### src/rtl/mxalu_arb.sv
// Two-requester front end for a shared combinational ALU: round-robin grant,
// SETTLE-cycle operand hold with chip select, then a held response until accepted.
module mxalu_arb #(
    parameter int unsigned SETTLE = 1
) (
    input  logic       clk,
    input  logic       rst_n,
    input  logic       req0_valid,
    output logic       req0_ready,
    input  logic [3:0] req0_opcode,
    input  logic [7:0] req0_a,
    input  logic [7:0] req0_b,
    input  logic       req1_valid,
    output logic       req1_ready,
    input  logic [3:0] req1_opcode,
    input  logic [7:0] req1_a,
    input  logic [7:0] req1_b,
    output logic       rsp_valid,
    input  logic       rsp_ready,
    output logic [7:0] rsp_f,
    output logic       rsp_carry,
    output logic       rsp_eq,
    output logic       rsp_zero,
    output logic       rsp_id,
    output logic [3:0] alu_opcode,
    output logic [7:0] alu_a,
    output logic [7:0] alu_b,
    output logic       alu_cs_n,
    input  logic [7:0] alu_f,
    input  logic       alu_cn8_n,
    input  logic       alu_a_b,
    output logic       busy
);

    typedef enum logic [1:0] {IDLE, EXEC, RESP} state_t;

    localparam logic [3:0] SETTLE_M1 = 4'(SETTLE - 1);

    state_t     state_q, state_d;
    logic [3:0] cnt_q, cnt_d;
    logic       last_id_q, last_id_d;
    logic [3:0] op_q, op_d;
    logic [7:0] a_q, a_d;
    logic [7:0] b_q, b_d;
    logic       id_q, id_d;
    logic [7:0] rsp_f_q, rsp_f_d;
    logic       rsp_carry_q, rsp_carry_d;
    logic       rsp_eq_q, rsp_eq_d;
    logic       rsp_zero_q, rsp_zero_d;
    logic       rsp_id_q, rsp_id_d;
    logic       grant0, grant1;

    // On a tie the requester that did not own the last response wins.
    assign grant0 = (state_q == IDLE) & rst_n & req0_valid & (~req1_valid | last_id_q);
    assign grant1 = (state_q == IDLE) & rst_n & req1_valid & (~req0_valid | ~last_id_q);

    always_comb begin
        state_d     = state_q;
        cnt_d       = cnt_q;
        last_id_d   = last_id_q;
        op_d        = op_q;
        a_d         = a_q;
        b_d         = b_q;
        id_d        = id_q;
        rsp_f_d     = rsp_f_q;
        rsp_carry_d = rsp_carry_q;
        rsp_eq_d    = rsp_eq_q;
        rsp_zero_d  = rsp_zero_q;
        rsp_id_d    = rsp_id_q;
        case (state_q)
            IDLE: begin
                if (grant0 | grant1) begin
                    op_d    = grant1 ? req1_opcode : req0_opcode;
                    a_d     = grant1 ? req1_a : req0_a;
                    b_d     = grant1 ? req1_b : req0_b;
                    id_d    = grant1;
                    cnt_d   = SETTLE_M1;
                    state_d = EXEC;
                end
            end
            EXEC: begin
                if (cnt_q == 4'd0) begin
                    rsp_f_d     = alu_f;
                    rsp_carry_d = ~alu_cn8_n;
                    rsp_eq_d    = alu_a_b;
                    rsp_zero_d  = (alu_f == 8'h00);
                    rsp_id_d    = id_q;
                    state_d     = RESP;
                end else begin
                    cnt_d = cnt_q - 4'd1;
                end
            end
            RESP: begin
                if (rsp_ready) begin
                    last_id_d = rsp_id_q;
                    state_d   = IDLE;
                end
            end
            default: state_d = IDLE;
        endcase
    end

    always_ff @(posedge clk or negedge rst_n) begin
        if (!rst_n) begin
            state_q     <= IDLE;
            cnt_q       <= 4'd0;
            last_id_q   <= 1'b1;
            op_q        <= 4'd0;
            a_q         <= 8'd0;
            b_q         <= 8'd0;
            id_q        <= 1'b0;
            rsp_f_q     <= 8'd0;
            rsp_carry_q <= 1'b0;
            rsp_eq_q    <= 1'b0;
            rsp_zero_q  <= 1'b0;
            rsp_id_q    <= 1'b0;
        end else begin
            state_q     <= state_d;
            cnt_q       <= cnt_d;
            last_id_q   <= last_id_d;
            op_q        <= op_d;
            a_q         <= a_d;
            b_q         <= b_d;
            id_q        <= id_d;
            rsp_f_q     <= rsp_f_d;
            rsp_carry_q <= rsp_carry_d;
            rsp_eq_q    <= rsp_eq_d;
            rsp_zero_q  <= rsp_zero_d;
            rsp_id_q    <= rsp_id_d;
        end
    end

    // Operand registers feed the ALU directly, so they hold outside EXEC.
    assign req0_ready = grant0;
    assign req1_ready = grant1;
    assign alu_opcode = op_q;
    assign alu_a      = a_q;
    assign alu_b      = b_q;
    assign alu_cs_n   = (state_q != EXEC);
    assign rsp_valid  = (state_q == RESP);
    assign rsp_f      = rsp_f_q;
    assign rsp_carry  = rsp_carry_q;
    assign rsp_eq     = rsp_eq_q;
    assign rsp_zero   = rsp_zero_q;
    assign rsp_id     = rsp_id_q;
    assign busy       = (state_q != IDLE);

endmodule

### config.mk
export PLATFORM = sky130hd
export DESIGN_NAME = mxalu_arb
export DESIGN_NICKNAME = d
export VERILOG_FILES = /design/src/rtl/mxalu_arb.sv
export SDC_FILE = /design/constraint.sdc
export NUM_CORES = 1
export LEC_CHECK = 0
export CAP_MARGIN = 30
export CORE_MARGIN = 2
export CORE_UTILIZATION = 45
export DETAILED_ROUTE_END_ITERATION = 12
export GPL_TIMING_DRIVEN = 1
export PLACE_DENSITY = 0.87
export SYNTH_ARGS = -nofsm -noshare
export SYNTH_HDL_FRONTEND = slang
export SYNTH_SLANG_ARGS = --single-unit
### constraint.sdc
create_clock -name clk -period 3.9 [get_ports clk]
set_input_delay 0.78 -clock clk [delete_from_list [all_inputs] [get_ports clk]]
set_output_delay 0.78 -clock clk [all_outputs]
set_load 0.05 [all_outputs]
==> qor.csv <==
metric;value;unit
status;finished, final reports clean;
grt ovf;0;
mean number of vias per cell;5.48;
total core area;4320;µm²
Power, Total;2730;µW
syn_nets;247;
Sw Share;48.8;%
DRT iter0 DRCs;118;
VDD IR max;0.000428;V
Worst EP required;3120;ps
Setup TNS;0;ps
placer congestion estimate;0.744;
DRC Markers;0;
initial core utilization;46.4;%
YS warnings;0;
CP startpoint kind;primary input;
Worst EP arrival;2170;ps
relative slew slack;42.7;%
largest net degree at the start of global routing;26;
worst-case clock buffer depth;2;
Rows;24;
Die Width;70.8;µm
fin crit period;2950;ps
IO Count;92;
register bit count reported by yosys;40;
initial antenna violation count;0;
Psw;1330;µW
commonest non-fill, non-tap cell in the layout;clkdlybuf4s50_1;
post-cts resize count;0;
skew final;7.73;ps
first-pass GRT wire length;8.47;mm
number of distinct library cells after synthesis;38;
Fmax;339;MHz
syn avg cell area;10.6;µm²
die height;70.8;µm
share of post-route cells with drive strength above 1;13.0;%
Hold Crit Class;in2async;
Post-Syn Area;2010;µm²
Clock Sinks;40;
Seq/Total Area, Yosys;49.9;%
Final Hold Fails;0;
Vias;1804;
unrepaired setup endpoints after global routing;no;
mean routed wirelength per cell;15.3;µm
total CTS buffers;5;
HPWL after DPL;3.66;mm
Total Routing Usage GR;21.2;%
CTS root buf;clkbuf_8;
vias in the first global route;1769;
final slew viol count;0;
TritonCTS clock tree;done;
Power Density;905;nW/µm²
TritonRoute pass-1 iters;4;
CTS H-tree lvls;2;
setup bufs post-CTS;0;
n_diodes;0;
critical path type;in2out;
Reg clk slew, reported paths;80;ps
Final nets;333;
most frequent cells in the layout;88 x clkdlybuf4s50_1, 39 x dfrtp_1, 20 x nand3_1, 20 x a21oi_1, 20 x a31oi_1;
Mapped Cells;190;
Skew-Pair Late Insertion Delay;290;ps
P_int;1400;µW
CTS Hold Bufs;0;
crit share post-route;75.7;%
area grow syn2layout;50.4;%
CP Capture Type;primary output;
full die area;5010;µm²
Tightest Pin Transition;855;ps
total wire length;5.02;mm
max-cap violations;0;
Logic pwr share;62.5;%
part of the power in registers;28.0;%
Leakage;0.00122;µW
I/O Buffers;91;
setup violators final;0;
Clock power frac;9.5;%
critical path peak fanout;22;
DRT antenna net count;0;
-- area by class of cell --
| type | count | area (µm²) |
|---|---|---|
| clock buffers | 7 | 76.3 |
| clock inverters | 1 | 5.00 |
| fillers | 330 | 1300 |
| inverters | 7 | 26.3 |
| multi-input cells | 127 | 890 |
| flip-flops and latches | 40 | 1000 |
| well taps | 52 | 65.1 |
| repair buffers | 95 | 956 |
-- flip-flops by register name, summed over array words and instances, names as in the netlist --
name,flops
alu_a,8
alu_b,8
alu_opcode,4
cnt_q,4
id_q,1
last_id_q,1
rsp_carry,1
rsp_eq,1
rsp_f,8
rsp_id,1
rsp_zero,1
state_q,2
-- metrics by stage --
step / hold slack (ps) / area [µm²] / std cells / setup WS, ps / util (%)
6_report: 431 / 3020 / 329 / 947 / 69.8
4_1_cts: 436 / 3020 / 329 / 930 / 69.8
5_1_grt: 458 / 3020 / 329 / 832 / 69.8
3_3_place_gp: 464 / 2940 / 321 / 943 / 68.0
2_1_floorplan: 450 / 2010 / 190 / 1140 / -
3_5_place_dp: 475 / 2940 / 321 / 878 / 68.0
-- kinds of logic after synthesis --
| group | after synthesis | synth area share, % |
|---|---|---|
| compound gates | 69 | 19.8 |
| simple gates | 40 | 13.1 |
| flops | 40 | 49.9 |
| buf+inv | 23 | 5.98 |
| mux | 15 | 9.53 |
| fa+ha+maj | 2 | 1.25 |
| xor+xnor | 1 | 0.436 |
-- worst paths after layout --
check | from | endpoint | slack (ps) | cells past startpoint
max | rst_n | req0_ready | 950 | 4
min | rst_n | cnt_q[3]$_DFFE_PN0P_ | 430 | 1
max reg2reg | state_q[0]$_DFFE_PN0P_ | alu_b[6]$_DFFE_PN0P_ | 2030 | 4
min reg2reg | id_q$_DFFE_PN0P_ | id_q$_DFFE_PN0P_ | 490 | 1
max in group asynchronous | rst_n | last_id_q$_DFFE_PN1P_ | 2760 | 2
min in group clk | id_q$_DFFE_PN0P_ | id_q$_DFFE_PN0P_ | 490 | 1
-- synthesized netlist by cell type --
cell type | count | area share, %
dfrtp_1 | 39 | 49
a21oi_1 | 20 | 5.0
a31oi_1 | 20 | 6.2
nand3_1 | 20 | 5.0
o21ai_1 | 16 | 4.0
inv_1 | 7 | 1.3
mux2_4 | 7 | 5.2
buf_2 | 6 | 1.5
clkbuf_1 | 6 | 1.1
o21ai_0 | 6 | 1.5
buf_6 | 3 | 1.7
mux2_2 | 3 | 1.7
mux2i_1 | 3 | 1.5
nand2_1 | 3 | 0.56
ha_1 | 2 | 1.2
mux2_1 | 2 | 1.1
nand2b_4 | 2 | 1.4
nor2_1 | 2 | 0.37
nor3b_4 | 2 | 1.9
nor4_1 | 2 | 0.62
or2_2 | 2 | 0.62
a211oi_1 | 1 | 0.37
a21bo_2 | 1 | 0.50
a21boi_0 | 1 | 0.37
a21o_1 | 1 | 0.37
a31o_2 | 1 | 0.44
and2_1 | 1 | 0.31
buf_4 | 1 | 0.37
dfstp_2 | 1 | 1.3
nand2b_1 | 1 | 0.31
nand3b_1 | 1 | 0.37
nor2_4 | 1 | 0.56
nor3_1 | 1 | 0.25
o22ai_1 | 1 | 0.31
o2bb2ai_2 | 1 | 0.75
or2_0 | 1 | 0.31
or3b_4 | 1 | 0.56
xnor2_1 | 1 | 0.44
-- power by group through the flow --
stage	Sequential (µW)	Clock, µW	Combinational [µW]
after floorplan	1310	0	635
after global placement	758	0	1690
after detailed placement	767	0	1720
after CTS	764	263	1720
after global routing	791	285	1820
final	764	259	1710
-- metal layers --
metal / vias up / wire, µm / part of all wire, % / GRT usage (%)
met5: - / 0 / 0 / 0
met1: 846 / 2070 / 41 / 26.6
met4: 0 / 78 / 1.6 / 7.97
li1: 864 / - / - / -
met3: 9 / 336 / 6.7 / 5.70
met2: 85 / 2540 / 51 / 35.4
-- worst max-delay path, cell delays in order --
cell and delay [ps]:
buf_2 390, or3b_4 570, nor2_1 250, buf_12 170
Power figures use the tool's default switching activity.
==> RTL edit 1, RTL diff (same settings) <==
Re-encode `state_t` (3 states) as one-hot, 3 bits wide.
--- a/src/rtl/mxalu_arb.sv
+++ b/src/rtl/mxalu_arb.sv
@@ -33,5 +33,5 @@
 );
 
-    typedef enum logic [1:0] {IDLE, EXEC, RESP} state_t;
+    typedef enum logic [2:0] {IDLE = 3'b001, EXEC = 3'b010, RESP = 3'b100} state_t;
 
     localparam logic [3:0] SETTLE_M1 = 4'(SETTLE - 1);
Function: same outputs for any inputs over 10 cycles, from zero or initial values and one cycle with rst_n low; not proved beyond that.
==> RTL edit 1 against the original RTL <==
Critical path depth unchanged; non-clock buffer count decreased by 1; via count increased by 4.0%; total power is 4.0% higher; register-to-register slack worse by 0.21 ns; synthesized area shrank 0.25%; hold slack improved by 0.079 ns; sequential cell count rose by 1; routed wire length increased by 5.5%; clock power up 55%; global-route usage up 1.3 points; design area rose by 1.8%; setup slack improved by 0.096 ns; sequential power about the same.
==> RTL edit 1: results (changes against the original RTL) <==
** Global route
- First-pass GRT wire length :: 9010 µm (was 8470 µm)
- The met2 layer usage reported by global route was 0.372 (was 0.354).
- The via count of the first global-routing pass was 1863 (was 1769).
- Met1 routing resource usage after global routing :: 0.295 (was 0.266)
- The met3 capacity usage during global routing came to 0.0698 (was 0.0570).
- The global-route total usage across every layer is 0.225 (was 0.212).

** Run status
- Outcome: complete, no violations (unchanged).

** Layout
- Count of fill cells added during filler insertion :: 342 (was 330)
- Area of the multi-input gates :: 872 µm² (was 890 µm²)
- Share of cells above drive strength 1 :: 0.131 (was 0.130)

** Hold path
- The type of the most critical hold path is register to register (was input pin to async pin).

** Yosys
- Synthesized-area fraction occupied by ao, oa, aoi and oai cells :: 0.210 (was 0.198)
- Top area cells in the synthesized netlist: dfrtp_1, o21ai_0, a31oi_1, nand3_1, a21oi_1 (was dfrtp_1, a31oi_1, mux2_4, a21oi_1, nand3_1).
- Count of unique library cells instantiated by Yosys :: 37 (was 38)
- The synthesized area divided by synthesized cell count was 10.2 µm² (was 10.6 µm²).
- Synthesized netlist net count :: 253 (was 247)
- The share of synthesized cell area in full adder, half adder and majority cells was 0.0125 (about the same).
- Xor/xnor cell area share of the yosys netlist :: 0.00437 (was 0.00436)
- Leading cell types by count after synthesis :: dfrtp_1, o21ai_0, nand3_1 (was dfrtp_1, a21oi_1, a31oi_1, nand3_1, o21ai_1)
- The share of the synthesized area in the top cell type was 0.487 (was 0.486).
- The proportion of synthesized area in mux cells came to 0.0675 (was 0.0953).

** STA
- The final hold slack was 0.510 ns (was 0.431 ns).
- Minimum setup slack in the final design :: 1.04 ns (was 0.947 ns)

** Power
- P_leak :: 1.21 nW (was 1.22 nW)
- Worst IR drop on VDD :: 438 µV (was 428 µV)

** Place
- Gp weighted congestion :: 0.786 (was 0.744)
- Instance area after placement :: 2940 µm² (about the same)
- Number of placed instances with taps included :: 327 (was 321)

** Critical path
- The data arrival at the endpoint of the critical path came to 2.08 ns (was 2.17 ns).
- Register-to-register setup slack :: 1.82 ns (was 2.03 ns)

** Detailed routing
- Avg WL per Cell :: 15.8 µm (was 15.3 µm)
- The overall routed net length came to 5300 µm (was 5020 µm).
==> RTL edit 1: routing by layer <==
layer	vias up	routed length [µm]
li1	895	-
met1	891	2290
met2	84	2500
met3	6	458
met4	0	51
met5	-	0
==> RTL edit 1: path summary, 6_finish.rpt <==
check                                       startpoint                        end  cells past startpoint
worst max-delay path                        req1_valid                 req1_ready                      4
worst min-delay path              rsp_f[2]$_DFFE_PN0P_       rsp_f[2]$_DFFE_PN0P_                      1
worst max register to register  state_q[0]$_DFFE_PN1P_  alu_opcode[1]$_DFFE_PN0P_                      4
worst min register to register    rsp_f[2]$_DFFE_PN0P_       rsp_f[2]$_DFFE_PN0P_                      1
max in group asynchronous                        rst_n      last_id_q$_DFFE_PN1P_                      2
min in group asynchronous                        rst_n       rsp_f[1]$_DFFE_PN0P_                      2
==> RTL edit 1: where the power goes <==
| part | switching, W | internal, W |
|---|---|---|
| registers | 0.000131 | 0.000634 |
| logic | 0.00106 | 0.000617 |
| clock network | 0.000147 | 0.000254 |
| total | 0.00134 | 0.00151 |
==> RTL edit 1: kinds of logic after synthesis <==
logic type,count (synthesis)
adders and majority gates,2
and+or+nand+nor,45
buffers and inverters,22
AOI/OAI and AO/OA,75
muxes,10
xor gates and xnor gates,1
DFF,41
==> RTL edit 1: final cells by class <==
type                    count  area share
flip-flops and latches     41       0.335
multi-input cells         133       0.284
clock inverters             3      0.0212
repair buffers             94       0.309
inverters                   7     0.00855
well taps                  52      0.0212
clock buffers               5      0.0224
==> RTL edit 1: critical path, cell delays in order <==
cell             delay, ns
clkdlybuf4s50_1       0.52
a21bo_2               0.38
nor2_1                0.22
buf_12                0.17
==> RTL edit 2, RTL diff (same flow settings) <==
Made on the original files. `op_q`, `a_q` and `b_q` no longer have a reset.
--- a/src/rtl/mxalu_arb.sv
+++ b/src/rtl/mxalu_arb.sv
@@ -106,7 +106,4 @@
             cnt_q       <= 4'd0;
             last_id_q   <= 1'b1;
-            op_q        <= 4'd0;
-            a_q         <= 8'd0;
-            b_q         <= 8'd0;
             id_q        <= 1'b0;
             rsp_f_q     <= 8'd0;
@@ -119,7 +116,4 @@
             cnt_q       <= cnt_d;
             last_id_q   <= last_id_d;
-            op_q        <= op_d;
-            a_q         <= a_d;
-            b_q         <= b_d;
             id_q        <= id_d;
             rsp_f_q     <= rsp_f_d;
@@ -129,4 +123,10 @@
             rsp_id_q    <= rsp_id_d;
         end
+    end
+
+    always_ff @(posedge clk) begin
+        op_q <= op_d;
+        a_q  <= a_d;
+        b_q  <= b_d;
     end
 
Check against the original RTL: differs if rst_n is asserted again (counterexample within 4 cycles, from zero or initial values and one cycle with rst_n low); with rst_n held inactive, the same outputs for 10 cycles.
==> RTL edit 2 against the original RTL <==
First-iteration DRC count shrank 47%; critical endpoint is now req1_ready; routed wire length decreased by 9.5%; sequential cell count is the same; total power down 23%; clock skew shrank 0.0014 ns; synthesized area fell by 6.5%; design area is 2.9% lower; largest cell class unchanged; setup slack got worse by 0.092 ns.
==> RTL edit 2: results (changes against the original RTL) <==
** Clock tree
- Post-cts sizing count :: 0 (unchanged)
- Clock root buffer master :: clkbuf_8 (unchanged)
- Clock-pin slew was measured on the worst setup and hold paths at 0.07 ns.
- The CTS buffer count was 5 (unchanged).
- The number of buffers inserted to repair setup after CTS came to 0 (unchanged).
- The number of levels the H-tree was split into was 2 (unchanged).
- The deepest clock path buffer count was 2 (unchanged).
- The insertion delay to the later sink of the worst-skew pair was 0.29 ns (about the same).

** Power
- Net switching power figure :: 0.000890 W (was 0.00133 W)
- P_leak :: 1.26 nW (was 1.22 nW)
- The peak supply drop is 393 µV (was 428 µV).

** Yosys
- The number of warning messages in the yosys log is 0 (unchanged).
- Proportion of synthesized flip-flops having asynchronous set or reset :: 0.500 (was 1.00)
- Synthesized netlist net count :: 173 (was 247)
- The post-synthesis cell count was 116 (was 190).
- The number of distinct library cells after synthesis was 31 (was 38).
- The number of enable flip-flop cells after synthesis came to 20 (was 0).
- Top area cells in the synthesized netlist: edfxtp_1, dfrtp_1, mux2_4, mux2_2, buf_6 (was dfrtp_1, a31oi_1, mux2_4, a21oi_1, nand3_1).
- Seq/Total Area, Yosys :: 0.587 (was 0.499)
- Leading cell types by count after synthesis :: mux2_4, edfxtp_1, dfrtp_1 (was dfrtp_1, a21oi_1, a31oi_1, nand3_1, o21ai_1)

** Place
- Port buffer count :: 91 (unchanged)
- Number of placed instances with taps included :: 256 (was 321)
- Half-perimeter wire length of the detailed placement result :: 3640 µm (was 3660 µm)
- Gp weighted congestion :: 0.826 (was 0.744)

** STA
- Remaining max-slew budget at the tightest pin :: 0.509 (was 0.427)
- The shortest period the worst path allows was 3.05 ns (was 2.95 ns).
- Post-Route Skew :: 0.00631 ns (was 0.00773 ns)

** Layout
- Ant diodes :: 0 (unchanged)
- Final net count :: 270 (was 333)
- The number of filler cells placed in the layout came to 259 (was 330).
- The fraction of final layout cells with drive strength greater than 1 is 0.243 (was 0.130).

** Critical path
- The startpoint of the lowest-slack register-to-register path is state_q[1]$_DFFE_PN0P_ (was state_q[0]$_DFFE_PN0P_).
- The stage delay of the slowest cell on the critical path was 0.47 ns (was 0.57 ns).
- Critical-path cell with the highest stage delay :: clkdlybuf4s50_1 (was or3b_4)
- Start point of the critical path :: rst_n (unchanged)
- The data arrival at the endpoint of the critical path came to 2.27 ns (was 2.17 ns).
- The largest fanout of any net on the critical path is 21 (was 22).

** Detailed routing
- Routed WL :: 4550 µm (was 5020 µm)
- Count of vias placed by the detailed router :: 1304 (was 1804)
- The wire length per cell after detailed routing is 17.2 µm (was 15.3 µm).
- DR iter-0 viols :: 62 (was 118)
- The length of the first detailed-routing pass in iterations is 4 (unchanged).

** Global route
- Initial antenna violation count :: 0 (unchanged)
- First-pass GRT wire length :: 6750 µm (was 8470 µm)
- The global-route total usage across every layer is 0.211 (was 0.212).
- The maximum number of pins on one net before global-route repair came to 22 (was 26).

** Hold path
- Min-Delay Path Class :: register to register (was input pin to async pin)
- Source of the worst hold timing path :: cnt_q[0]$_DFFE_PN0P_

** Run status
- Outcome :: complete, no violations (unchanged)
## RTL edit 2: cell types whose count changed after synthesis, moves of 3 or more
| cell | before | now |
|---|---|---|
| a21oi_1 | 20 | 0 |
| a31oi_1 | 20 | 0 |
| buf_2 | 6 | 0 |
| clkbuf_1 | 6 | 0 |
| dfrtp_1 | 39 | 19 |
| edfxtp_1 | 0 | 20 |
| mux2_4 | 7 | 26 |
| nand2b_1 | 1 | 4 |
| nand3_1 | 20 | 1 |
| o21ai_0 | 6 | 1 |
| o21ai_1 | 16 | 0 |
## RTL edit 2: layout make-up
class                   count  area, µm²  area share
clock buffers               7       76.3      0.0260
clock inverters             1       3.75     0.00128
inverters                   7       26.3     0.00896
multi-input cells          66        714       0.244
flip-flops and latches     40       1100       0.376
well taps                  50       62.6      0.0213
repair buffers             93        946       0.323
## RTL edit 2: worst paths after layout
kind / end / slack (ns) / depth (start not counted)
min in group asynchronous: cnt_q[2]$_DFFE_PN0P_ / 0.85 / 2
worst max register to register: alu_a[0]$_DFFE_PP_ / 1.96 / 3
worst min-delay path: cnt_q[0]$_DFFE_PN0P_ / 0.48 / 1
worst min register to register: cnt_q[0]$_DFFE_PN0P_ / 0.48 / 1
max in group asynchronous: last_id_q$_DFFE_PN1P_ / 2.78 / 2
worst max-delay path: req1_ready / 0.85 / 6
## RTL edit 2: kinds of logic (layout without fill, tap and decap cells)
kind of cell	Yosys count	in the layout	share of synthesized area
flip-flops	40	40	0.587
AND/OR/NAND/NOR	23	23	0.0853
adder cells (fa/ha/maj)	2	2	0.0133
multiplexers	33	33	0.249
buffers and inverters	10	108	0.0320
AO/OA/AOI/OAI	8	8	0.0333
## RTL edit 2: critical path, delay by kind of cell
family / cells / cell delay [ns]
simple gates: 2 / 0.41
buf+inv: 4 / 1.05
## RTL edit 2: stage by stage
step           setup slack (ns)   util  instance area (µm²)  power, W
6_report                  0.855  0.733                 2930   0.00211
5_1_grt                   0.774  0.733                 2930   0.00221
4_1_cts                   0.860  0.733                 2930   0.00212
3_5_place_dp              0.868  0.713                 2850   0.00186
3_3_place_gp              0.925  0.713                 2850   0.00181
2_1_floorplan              1.47      -                 1880   0.00148
## RTL edit 2: per-layer routing
layer  share of wire  global-route usage  wire length, µm
met4           0.016              0.0900               74
met1            0.35               0.215             1610
met3           0.027              0.0633              125
met2            0.60               0.393             2740
met5               0                   0                0
## RTL edit 2: power groups by stage
stage | Combinational (W) | Clock, W | Sequential, W
after global placement | 0.00113 | 0 | 0.000683
final | 0.00116 | 0.000259 | 0.000687
after global routing | 0.00121 | 0.000290 | 0.000704
after floorplan | 0.000480 | 0 | 0.00100
after detailed placement | 0.00116 | 0 | 0.000695
after CTS | 0.00117 | 0.000267 | 0.000688
